==> src/rtl/yuv420_unpack.sv <==
// Unpacks a 32-bit packed byte stream into Y/U/V pixels (raw, full YUV or 4:2:0),
// regenerating row framing from the latched frame geometry.
module yuv420_unpack #(
  parameter int unsigned MAX_COLS = 1288,
  parameter int unsigned DTYPE_WIDTH = 4,
  parameter logic [DTYPE_WIDTH-1:0] DTYPE_FRAME_START  = 'd1,
  parameter logic [DTYPE_WIDTH-1:0] DTYPE_FRAME_END    = 'd2,
  parameter logic [DTYPE_WIDTH-1:0] DTYPE_HEADER_START = 'd3,
  parameter logic [DTYPE_WIDTH-1:0] DTYPE_HEADER       = 'd4,
  parameter logic [DTYPE_WIDTH-1:0] DTYPE_ROW_START    = 'd5,
  parameter logic [DTYPE_WIDTH-1:0] DTYPE_ROW_END      = 'd6,
  parameter logic [DTYPE_WIDTH-1:0] DTYPE_PIXEL        = 'd7
) (
  input  logic                   clk,
  input  logic                   reset,
  input  logic [15:0]            image_type,
  input  logic                   enable,
  input  logic [15:0]            num_cols,
  input  logic [15:0]            num_rows,
  input  logic                   dvi,
  input  logic [DTYPE_WIDTH-1:0] dtypei,
  input  logic [31:0]            datai,
  output logic                   rdyo,
  output logic                   dvo,
  output logic [DTYPE_WIDTH-1:0] dtypeo,
  output logic [7:0]             yo,
  output logic [7:0]             uo,
  output logic [7:0]             vo,
  output logic                   uv_valid,
  output logic [15:0]            meta_datao
);

  localparam int unsigned ColW = (MAX_COLS > 2) ? $clog2(MAX_COLS) : 1;

  typedef enum logic [2:0] {StIdle, StHdr, StRows, StPix, StRowe, StFend} state_e;

  state_e          state_q;
  logic [63:0]     fifo_q;
  logic [3:0]      cnt_q;
  logic [ColW-1:0] col_q;
  logic [15:0]     row_q;
  logic            raw_q, sub_q, framed_q, hdr2_q, abort_q;
  logic [15:0]     ncols_q, nrows_q, hdr_hi_q;

  logic        accept, append, emit_pix, last_col, more_rows;
  logic [3:0]  need, consumed, cnt_left, cnt_next;
  logic [63:0] fifo_left, fifo_next;

  always_comb begin
    if (raw_q)                                   need = 4'd1;
    else if (!sub_q || (row_q[0] && col_q[0]))   need = 4'd3;
    else                                         need = 4'd1;
  end

  assign accept    = dvi && rdyo;
  assign append    = accept && (dtypei == DTYPE_PIXEL) &&
                     ((state_q == StIdle && framed_q) ||
                      (state_q inside {StHdr, StRows, StPix, StRowe}));
  assign emit_pix  = (state_q == StPix) && (cnt_q >= need);
  assign consumed  = emit_pix ? need : 4'd0;
  assign cnt_left  = cnt_q - consumed;
  assign fifo_left = fifo_q >> {consumed, 3'b000};
  assign fifo_next = append ? (fifo_left | ({32'd0, datai} << {cnt_left, 3'b000})) : fifo_left;
  assign cnt_next  = append ? cnt_left + 4'd4 : cnt_left;
  assign last_col  = (16'(col_q) == ncols_q - 16'd1);
  assign more_rows = ({1'b0, row_q} + 17'd1) < {1'b0, nrows_q};

  // Backpressure wherever bytes can be buffered, so a beat never overflows the 8-byte FIFO.
  always_comb begin
    rdyo = 1'b1;
    if (hdr2_q || abort_q)                          rdyo = 1'b0;
    else if (state_q inside {StRows, StPix, StRowe}) rdyo = (cnt_q <= 4'd4);
  end

  always_ff @(posedge clk or posedge reset) begin
    if (reset) begin
      state_q    <= StIdle;
      fifo_q     <= '0;
      cnt_q      <= '0;
      col_q      <= '0;
      row_q      <= '0;
      raw_q      <= 1'b0;
      sub_q      <= 1'b0;
      framed_q   <= 1'b0;
      hdr2_q     <= 1'b0;
      abort_q    <= 1'b0;
      ncols_q    <= '0;
      nrows_q    <= '0;
      hdr_hi_q   <= '0;
      dvo        <= 1'b0;
      dtypeo     <= '0;
      yo         <= '0;
      uo         <= '0;
      vo         <= '0;
      uv_valid   <= 1'b0;
      meta_datao <= '0;
    end else begin
      dvo        <= 1'b0;
      dtypeo     <= '0;
      yo         <= '0;
      uo         <= '0;
      vo         <= '0;
      uv_valid   <= 1'b0;
      meta_datao <= '0;
      fifo_q     <= fifo_next;
      cnt_q      <= cnt_next;
      if (accept && dtypei == DTYPE_FRAME_START) begin
        dvo      <= 1'b1;
        dtypeo   <= DTYPE_FRAME_START;
        fifo_q   <= '0;
        cnt_q    <= '0;
        col_q    <= '0;
        row_q    <= '0;
        raw_q    <= (image_type == 16'd0);
        sub_q    <= enable;
        ncols_q  <= num_cols;
        nrows_q  <= num_rows;
        framed_q <= 1'b1;
        hdr2_q   <= 1'b0;
        abort_q  <= 1'b0;
        state_q  <= StIdle;
      end else if (accept && dtypei == DTYPE_FRAME_END &&
                   state_q inside {StHdr, StRows, StPix, StRowe}) begin
        // Early frame end: close an open row first, FRAME_END follows from StFend.
        fifo_q <= '0;
        cnt_q  <= '0;
        dvo    <= 1'b1;
        if (state_q inside {StPix, StRowe}) begin
          dtypeo  <= DTYPE_ROW_END;
          abort_q <= 1'b1;
          state_q <= StFend;
        end else begin
          dtypeo   <= DTYPE_FRAME_END;
          framed_q <= 1'b0;
          state_q  <= StIdle;
        end
      end else begin
        unique case (state_q)
          StIdle: begin
            if (accept && dtypei == DTYPE_HEADER_START && framed_q) begin
              dvo     <= 1'b1;
              dtypeo  <= DTYPE_HEADER_START;
              state_q <= StHdr;
            end else if (append) begin
              state_q <= StRows;
            end
          end
          StHdr: begin
            if (hdr2_q) begin
              dvo        <= 1'b1;
              dtypeo     <= DTYPE_HEADER;
              meta_datao <= hdr_hi_q;
              hdr2_q     <= 1'b0;
            end else if (accept) begin
              if (dtypei == DTYPE_HEADER) begin
                dvo        <= 1'b1;
                dtypeo     <= DTYPE_HEADER;
                meta_datao <= datai[15:0];
                hdr_hi_q   <= datai[31:16];
                hdr2_q     <= 1'b1;
              end else begin
                state_q <= StRows;
              end
            end
          end
          StRows: begin
            dvo     <= 1'b1;
            dtypeo  <= DTYPE_ROW_START;
            state_q <= StPix;
          end
          StPix: begin
            if (emit_pix) begin
              dvo    <= 1'b1;
              dtypeo <= DTYPE_PIXEL;
              yo     <= fifo_q[7:0];
              if (!raw_q && need == 4'd3) begin
                uo       <= fifo_q[15:8];
                vo       <= fifo_q[23:16];
                uv_valid <= 1'b1;
              end else begin
                uo <= 8'h80;
                vo <= 8'h80;
              end
              meta_datao <= raw_q ? {8'h00, fifo_q[7:0]} : 16'h0000;
              if (last_col) begin
                col_q   <= '0;
                state_q <= StRowe;
              end else begin
                col_q <= col_q + 1'b1;
              end
            end
          end
          StRowe: begin
            dvo    <= 1'b1;
            dtypeo <= DTYPE_ROW_END;
            if (more_rows) begin
              row_q   <= row_q + 16'd1;
              state_q <= StRows;
            end else begin
              fifo_q  <= '0;
              cnt_q   <= '0;
              state_q <= StFend;
            end
          end
          StFend: begin
            fifo_q <= '0;
            cnt_q  <= '0;
            if (abort_q || (accept && dtypei == DTYPE_FRAME_END)) begin
              dvo      <= 1'b1;
              dtypeo   <= DTYPE_FRAME_END;
              abort_q  <= 1'b0;
              framed_q <= 1'b0;
              state_q  <= StIdle;
            end
          end
          default: state_q <= StIdle;
        endcase
      end
    end
  end

endmodule

==> config.mk <==
export PLATFORM = sky130hd
export DESIGN_NAME = yuv420_unpack
export DESIGN_NICKNAME = d
export VERILOG_FILES = /design/src/rtl/yuv420_unpack.sv
export SDC_FILE = /design/constraint.sdc
export NUM_CORES = 1
export LEC_CHECK = 0
export ABC_AREA = 1
export CORE_MARGIN = 2
export CORE_UTILIZATION = 24
export DETAILED_ROUTE_END_ITERATION = 10
export GPL_TIMING_DRIVEN = 0
export PLACE_DENSITY = 0.39
export SLEW_MARGIN = 0
export SYNTH_ARGS = -nofsm -noshare
export SYNTH_HDL_FRONTEND = slang
export SYNTH_SLANG_ARGS = --single-unit
export TNS_END_PERCENT = 20
==> constraint.sdc <==
create_clock -name clk -period 6.5 [get_ports clk]
set_input_delay 1.3 -clock clk [delete_from_list [all_inputs] [get_ports clk]]
set_output_delay 1.3 -clock clk [all_outputs]
set_load 0.03 [all_outputs]
== Yosys cells after proc, flatten, opt, wreduce, memory -nomap -nowiden ==
Index checks and enable logic that the tools add are counted.

* Register bits after elaboration: 197
* Output and inout port bits: 47
* Logic and storage cells: 190

* $add $sub $neg: 6
* Magnitude comparators: 3
* Equality and inequality tests: 22
* Shift operators: 2
* Muxes and demuxes: 95
* Bitwise gates (word level): 4
* Reduce and logical (&&, ||, !) cells: 38

{| class="wikitable"
|+ Operators with widths
! kind !! number
|-
| 64-bit 2-to-1 mux || 4
|-
| 16-bit 2-to-1 mux || 9
|-
| 8-bit 2-to-1 mux || 16
|-
| 64-bit one-hot mux with 2 select lines || 1
|-
| 64-bit bitwise OR || 1
|-
| 32-bit by 7-bit << shifter with 64-bit output || 1
|-
| 64-bit by 7-bit >> shifter with 64-bit output || 1
|-
| 11-bit 2-to-1 mux || 5
|-
| 3-bit 2-to-1 mux || 17
|-
| 3-bit one-hot mux with 6 select lines || 2
|-
| 16-bit one-hot mux with 2 select lines || 1
|-
| 4-bit 2-to-1 mux || 7
|-
| 1-bit 2-to-1 mux || 27
|-
| 16-bit by 1-bit adder with 17-bit output, second input constant || 1
|-
| 17-bit by 16-bit less-than comparator with 1-bit output || 1
|-
| 16-bit by 1-bit adder with 16-bit output, second input constant || 1
|-
| 11-bit by 16-bit == test with 1-bit output || 1
|-
| 16-bit zero test || 1
|-
| 4-bit by 2-bit != test with 1-bit output, second input constant || 4
|-
| 16-bit by 1-bit subtractor with 16-bit output, second input constant || 1
|-
| 4-bit by 2-bit == test with 1-bit output, second input constant || 3
|-
| 1-bit logical AND || 12
|-
| 3-bit AND reduction || 4
|-
| 2-bit nonzero test || 6
|-
| other kinds (28) || 43
|}

== Depth between registers and ports, before layout ==
Gate-level depths: netlist of run 1.

* Depth in word-level cells: 15
* Mapped depth: 24
* Depth with buffers taken out: 22

== Worst setup path after synthesis of run 1 ==
Ideal clock, no wire load.

* Path kind: flip-flop to flip-flop
* From: reg col_q[0]
* To: reg fifo_q[45]
* Library setup time: 0.119 ns
* Data arrival time: 3.815 ns
* Slack: 2.566 ns
* Cell stages (with the launch flop): 24
* Period minus slack after synthesis: 3.934 ns
* Cells stage by stage: dfrtp_1 > clkbuf_1 > nand2_1 > nand2_1 > nand2_1 > clkbuf_1 > ha_1 > nand2_1 > nand2_1 > nand2_1 > inv_2 > clkbuf_1 > clkbuf_1 > ha_1 > fa_1 > xor2_1 > inv_1 > nand2_1 > inv_1 > buf_2 > nand3_1 > o21ai_0 > a21oi_1 > nor2_1

* Cells in the longest elaborated chain, start to end: 15
* Elaborated cells between the ends (all ways): 16

{| class="wikitable"
|+ RTL lines
! element !! line !! source
|-
| start: declaration || 40 || <nowiki>logic [ColW-1:0] col_q;</nowiki>
|-
| start signal: assignment || 189 || <nowiki>col_q <= col_q + 1'b1;</nowiki>
|-
| 1-bit logical AND * || 51 || <nowiki>else if (!sub_q || (row_q[0] && col_q[0])) need = 4'd3;</nowiki>
|-
| 1-bit logical OR * || 51 ||
|-
| 2-bit 2-to-1 mux * || 51 ||
|-
| 2-bit 2-to-1 mux * || 50 || <nowiki>if (raw_q) need = 4'd1;</nowiki>
|-
| 4-bit >= comparator || 59 || <nowiki>assign emit_pix = (state_q == StPix) && (cnt_q >= need);</nowiki>
|-
| 1-bit logical AND || 59 ||
|-
| 4-bit 2-to-1 mux * || 60 || <nowiki>assign consumed = emit_pix ? need : 4'd0;</nowiki>
|-
| 4-bit subtractor || 61 || <nowiki>assign cnt_left = cnt_q - consumed;</nowiki>
|-
| 32-bit by 7-bit << shifter with 64-bit output || 63 || <nowiki>assign fifo_next = append ? (fifo_left | ({32'd0, datai} << {cnt_left, 3'b000})) : fifo_left;</nowiki>
|-
| 64-bit bitwise OR || 63 ||
|-
| 64-bit 2-to-1 mux * || 63 ||
|-
| 64-bit 2-to-1 mux || 196 || <nowiki>if (more_rows) begin</nowiki>
|-
| 64-bit one-hot mux with 2 select lines * || 138 || <nowiki>unique case (state_q)</nowiki>
|-
| 64-bit 2-to-1 mux * || 122 || <nowiki>end else if (accept && dtypei == DTYPE_FRAME_END &&</nowiki>
|-
| 64-bit 2-to-1 mux * || 107 || <nowiki>if (accept && dtypei == DTYPE_FRAME_START) begin</nowiki>
|-
| end signal: assignment || 105 || <nowiki>fifo_q <= fifo_next;</nowiki>
|-
| end: declaration || 38 || <nowiki>logic [63:0] fifo_q;</nowiki>
|}

Every way passes the cells marked *; elsewhere a longest branch is shown, timed or not.
A chain may end at the register's enable or synchronous reset.

== Final worst setup path of run 1 ==
* From: reg col_q[0]
* To: reg fifo_q[24]

Same word-level chain as after synthesis.

==> metrics, run 1 <==
depth of the CTS H-tree=4; Relative slew margins=0.424; Comb power frac=0.546; Congestion Overflow GR=0; # IOs=135; post-place setup slack=0.343 ns; setup_tns=0 ns; number of synthesized flops with an enable pin=0; sequential share of the synthesized area=0.435; initial antenna violation count=0; wire length per cell=20.3 um; Mapped Area=11300 um2; Syn Area/Cell=7.49 um2; switching power=0.00340 W; WHS Path Cells=2; CORE AREA=46500 um2; CP arrival=6.57 ns; via count=11100; met3 track demand over resource=0.0433; DRT iter0 DRCs=967; setup bufs post-CTS=0; crit-path max FO=10; Worst Setup Path Type=reg2reg; ys async rst share=1.00; vias in the first global route=11000; Clock Latency Late Sink=0.51 ns; cts hold-fix bufs=0; CTS tree=built; Top FF cell, synth=dfrtp_1; Site Rows=79; Clock Path Buffers=2; hold_ws=0.498 ns; Synth cell types=48; Sw Share=0.512; DR vias/cell=4.88; Filler cells=5085; final worst path period need=6.18 ns; Worst setup EP type=flip-flop; pwr dens=473 nW/um2; commonest non-fill, non-tap cell in the layout=nand2_1; DRT Pass-1 Iters=6; min setup slack post-route=0.321 ns; Worst-path clk slew=0.08 ns; met1 usage=0.259; share of layout cells above drive strength 1=0.0591; Num CTS Buffers=17; die width=221 um; ANT cells=0; clock sinks=196; status=finished, final reports clean; Post-route DRC=0; worst-margin pin slew=0.862 ns; Post-Route WL=46300 um; Placed Instances=2251; Worst IR Drop VDD=0.165 mV; Initial Utilization=0.243; crit share post-route=0.951; syn_nets=1615; Worst Clk Skew=0.0175 ns; Clock Power Share=0.166; first-pass GRT wire length=69800 um; port bufs=133; Resized Gates After CTS=0; GRT Overall Usage=0.196; Layout Nets=1773; Sequential Power Share=0.287; final-report setup violation count=0; Final Max Tran Viols=0; post-route antenna net violation count=0; HP Class=reg2reg; die height=221 um; die area=48700 um2; Mapped Cells=1505; leakage=6.29 nW; grt met2 use=0.314; Max Cap Viol=0; Non-Filler Instances=2282; largest net degree at the start of global routing=40; Worst Reg-to-Reg Cells=21; CP startpoint kind=flip-flop; CTS root buffer=clkbuf_16; routability-driven placement congestion ratio=0.907; HPWL Detailed=36100 um; YS warnings=0; final hold vios=0; Data required, critical path=6.89 ns; Yosys reg bits=196; gr busiest metal=met2; f_max=0.162 GHz; Pint=0.00324 W; Area growth syn-to-layout=24.8%; unrepaired setup endpoints after global routing=false; most frequent cells in the layout=nand2_1 (286), dfrtp_1 (196), nor2_1 (187); R2R Setup Slk=0.32 ns
## registers in the layout, indices dropped and copies added, names as in the netlist, 3 cells and up
| register | count |
|---|---|
| meta_datao | 16 |
| row_q | 16 |
| uo | 8 |
| yo | 8 |
| nrows_q | 16 |
| col_q | 11 |
| dtypeo | 3 |
| ncols_q | 16 |
| cnt_q | 4 |
| state_q | 3 |
| hdr_hi_q | 16 |
| vo | 8 |
| fifo_q | 64 |
## power by group through the flow
stage,registers (W),logic [W],clock network [W]
floorplan,0.00189,0.00231,0
global placement,0.00193,0.00356,0
detailed placement,0.00193,0.00357,0
CTS,0.00191,0.00359,0.00114
global route,0.00196,0.00402,0.00120
finish,0.00191,0.00363,0.00111
## layer usage
metal,part of all wire,vias up
li1,-,5322
met1,0.45,5415
met2,0.46,336
met3,0.058,61
met4,0.027,0
met5,0,-
## cell families after synthesis
family	synth area share
mux	0.00766
other cells	0.000333
compound gates	0.172
buf+inv	0.0832
simple gates	0.250
xor+xnor	0.0264
flops	0.435
fa+ha+maj	0.0251
## Yosys cell counts, types with 2 or more instances
library cell / number / share of area
nor2_8: 2 / 0.0036
nand3_4: 2 / 0.0031
a211oi_1: 7 / 0.0047
nor3_1: 48 / 0.021
a31oi_1: 29 / 0.016
a41oi_1: 3 / 0.0023
buf_1: 5 / 0.0017
buf_6: 3 / 0.0030
inv_2: 4 / 0.0013
xnor2_1: 4 / 0.0031
ha_1: 21 / 0.023
nand3_1: 89 / 0.040
nor2_1: 187 / 0.062
nand2_1: 286 / 0.095
clkinv_1: 2 / 0.00067
mux2_4: 2 / 0.0027
o211ai_1: 4 / 0.0027
nor2_2: 2 / 0.0011
a21oi_1: 117 / 0.052
buf_2: 26 / 0.012
dfrtp_1: 196 / 0.44
nor4_1: 5 / 0.0028
nand3_2: 2 / 0.0018
nand3b_1: 2 / 0.0013
o22ai_1: 22 / 0.012
or2_2: 6 / 0.0033
nand2_2: 2 / 0.0011
a221oi_1: 9 / 0.0070
xor2_1: 30 / 0.023
buf_4: 2 / 0.0013
nand4_1: 19 / 0.011
o21ai_0: 158 / 0.070
mux2_2: 5 / 0.0050
clkbuf_1: 49 / 0.016
inv_1: 142 / 0.047
## worst paths after layout
| path | startpoint | to |
|---|---|---|
| worst min register to register | sub_q$_DFFE_PP0P_ | sub_q$_DFFE_PP0P_ |
| max in group asynchronous | reset | uo[5]$_DFF_PP0_ |
| min in group asynchronous | reset | abort_q$_DFFE_PP0P_ |
| worst max-delay path | col_q[0]$_DFFE_PP0P_ | fifo_q[24]$_DFF_PP0_ |
| worst max register to register | col_q[0]$_DFFE_PP0P_ | fifo_q[24]$_DFF_PP0_ |
| worst min-delay path | sub_q$_DFFE_PP0P_ | sub_q$_DFFE_PP0P_ |
## critical path, cell delays in order, from the launching register on
cell      delay [ns]
dfrtp_1         0.38
clkbuf_1        0.22
nand2_1         0.12
nand2_1         0.08
nand2_1         0.24
clkbuf_1        0.50
ha_1            0.35
nand2_1         0.07
nand2_1         0.09
nand2_1         0.26
inv_2           0.09
clkbuf_1        0.29
clkbuf_1        0.38
ha_1            0.33
fa_1            0.48
clkbuf_1        0.41
clkinv_1        0.31
clkbuf_1        0.31
o21ai_0         0.71
nor3_1          0.22
nor2_1          0.15
nor2_1          0.06
## stage by stage
step	total power [W]	utilization	area, um2
after floorplan	0.00419	-	11300
after global placement	0.00549	0.288	13400
after detailed placement	0.00550	0.290	13500
after CTS	0.00663	0.303	14100
after global routing	0.00718	0.303	14100
final	0.00664	0.303	14100
## area by class of cell
cell class | count | area [um2] | share of cell area
plain buffers | 85 | 382 | 0.0271
flip-flops and latches | 196 | 4900 | 0.349
well taps | 607 | 759 | 0.0540
multi-input cells | 1076 | 5430 | 0.386
repair buffers | 139 | 1450 | 0.103
inverters | 148 | 559 | 0.0398
clock buffers | 17 | 425 | 0.0303
clock inverters | 14 | 151 | 0.0108
No activity file was read; power rests on OpenSTA's default activity.
==> inputs of run 2 (changes only) <==
- ABC_CLOCK_PERIOD_IN_PS: not set -> 6500
==> results of run 2 <==
Final layout, timing and power as in run 1 (identical DEF).
==> inputs of run 3 (changes only) <==
- CORE_MARGIN: 2 -> not set
- TNS_END_PERCENT: 20 -> not set
==> run 3 against run 2 <==
  * Critical path depth increased by 1
  * Global-route usage decreased by 0.11 points
  * Largest power group unchanged
  * Design area is essentially flat
  * Count of clock-buffer cells in the layout up 1
  * Combinational power fell by 1%
  * Register-to-register slack better by 0.24 ns
  * Setup slack better by 0.24 ns
==> metrics, run 3 (synthesized netlist as in run 1, its figures left out) <==
Final Max Tran Viols=0; Worst IR Drop VDD=0.231 mV; CP arrival=6.37 ns; final core utilization=0.303; final-report setup violation count=0; gr busiest metal=met2; HPWL Detailed=35600 um; final worst path period need=5.94 ns; Post-route DRC=0; port bufs=133; Area growth syn-to-layout=24.8%; Worst Reg-to-Reg Cells=22; via count=11100; ANT cells=0; die width=219 um; GRT Overall Usage=0.195; leakage=6.31 nW; DRT Pass-1 Iters=5; share of layout cells above drive strength 1=0.0597; WHS Path Cells=2; CORE AREA=46500 um2; min setup slack post-route=0.563 ns; # IOs=135; die height=219 um; Worst Min Path Start=sub_q$_DFFE_PP0P_; setup bufs post-CTS=0; HP Class=reg2reg; depth of the CTS H-tree=4; cts hold-fix bufs=0; vias in the first global route=10900; Worst Clk Skew=0.0178 ns; Reg-to-Reg End=fifo_q[9]$_DFF_PP0_; Clock Latency Late Sink=0.50 ns; Data required, critical path=6.93 ns; Congestion Overflow GR=0; Max Cap Viol=0; CP startpoint kind=flip-flop; Clock Path Buffers=2; commonest non-fill, non-tap cell in the layout=nand2_1; Worst Setup Path Type=reg2reg; Layout Nets=1773; post-route antenna net violation count=0; final hold vios=0; Resized Gates After CTS=0; Initial Utilization=0.243; Worst-path clk slew=0.08 ns; routability-driven placement congestion ratio=0.944; wire length per cell=19.9 um; clock sinks=196; Hold EP=sub_q$_DFFE_PP0P_; R2R Path Start=col_q[0]$_DFFE_PP0P_; setup_tns=0 ns; initial antenna violation count=0; status=finished, final reports clean; post-place setup slack=0.654 ns; DRT iter0 DRCs=1030; Relative slew margins=0.408; f_max=0.168 GHz; Num CTS Buffers=17; DR vias/cell=4.85; R2R Setup Slk=0.56 ns; number of flip-flops in the largest register=64; pwr dens=469 nW/um2; grt met2 use=0.307; Post-Route WL=45400 um; first-pass GRT wire length=68100 um; largest net degree at the start of global routing=40; die area=47800 um2; crit-path max FO=10; Worst setup EP type=flip-flop; met1 usage=0.261; worst-margin pin slew=0.885 ns; CTS root buffer=clkbuf_16; met3 track demand over resource=0.0373; crit share post-route=0.913; unrepaired setup endpoints after global routing=false; most frequent cells in the layout=nand2_1 (286), dfrtp_1 (196), nor2_1 (187); CTS tree=built; Largest Register=fifo_q; Site Rows=79
==> run 3: cell count changes in the layout (fill, tap and decap cells not counted), sizes merged <==
cell      before  now
clkinvlp       6    3
bufinv         1    0
clkbuf        66   67
clkinv         5    6
inv          150  153
==> run 3: worst max-delay path by stage <==
| stage | from | end | slack (ns) | cells after the start |
|---|---|---|---|---|
| finish | col_q[0]$_DFFE_PP0P_ | fifo_q[9]$_DFF_PP0_ | 0.56 | 22 |
| global route | col_q[0]$_DFFE_PP0P_ | fifo_q[11]$_DFF_PP0_ | 0.18 | 22 |
| CTS | col_q[0]$_DFFE_PP0P_ | fifo_q[11]$_DFF_PP0_ | 0.63 | 22 |
| detailed placement | col_q[0]$_DFFE_PP0P_ | fifo_q[11]$_DFF_PP0_ | 0.65 | 22 |
| global placement | col_q[0]$_DFFE_PP0P_ | fifo_q[11]$_DFF_PP0_ | 0.52 | 22 |
| floorplan | col_q[0]$_DFFE_PP0P_ | fifo_q[45]$_DFF_PP0_ | 2.57 | 23 |
==> run 3: area by class of cell <==
type / instances / area, um2
fillers: 5094 / 32400
repair buffers: 139 / 1450
clock inverters: 14 / 139
flip-flops and latches: 196 / 4900
multi-input cells: 1076 / 5430
plain buffers: 85 / 382
well taps: 607 / 759
inverters: 148 / 559
clock buffers: 18 / 439
==> run 3: where the power goes <==
part	internal, W	switching, W	total, W
registers	0.00163	0.000286	0.00191
logic	0.00108	0.00250	0.00358
clock network	0.000519	0.000578	0.00110
total	0.00323	0.00337	0.00659
==> run 3: metrics by stage <==
stage / instances / total power [W] / hold WS [ns] / instance area [um2]
2_1_floorplan: 1505 / 0.00419 / 0.442 / 11300
3_3_place_gp: 2245 / 0.00546 / 0.463 / 13400
3_5_place_dp: 2251 / 0.00547 / 0.470 / 13500
4_1_cts: 2283 / 0.00661 / 0.493 / 14100
5_1_grt: 2283 / 0.00711 / 0.519 / 14100
6_report: 2283 / 0.00659 / 0.494 / 14100
==> run 3: per-layer routing <==
metal	wire [um]	share of wire
met1	20700	0.46
met2	20700	0.46
met3	2670	0.059
met4	1330	0.029
met5	0	0
==> run 3: critical path, cell delays in order (launching register included) <==
cell and delay (ns):
dfrtp_1 0.35, clkbuf_1 0.35, nand2_1 0.09, nand2_1 0.11, nand2_1 0.21, clkbuf_1 0.33, ha_1 0.37, nand2_1 0.05
nand2_1 0.12, nand2_1 0.17, nor2_2 0.49, inv_1 0.28, buf_2 0.25, buf_1 0.31, ha_1 0.38, inv_1 0.04
o21ai_0 0.18, xor2_1 0.41, nand2_1 0.30, buf_2 0.26, nor3_1 0.57, nor2_1 0.12, nor2_1 0.11
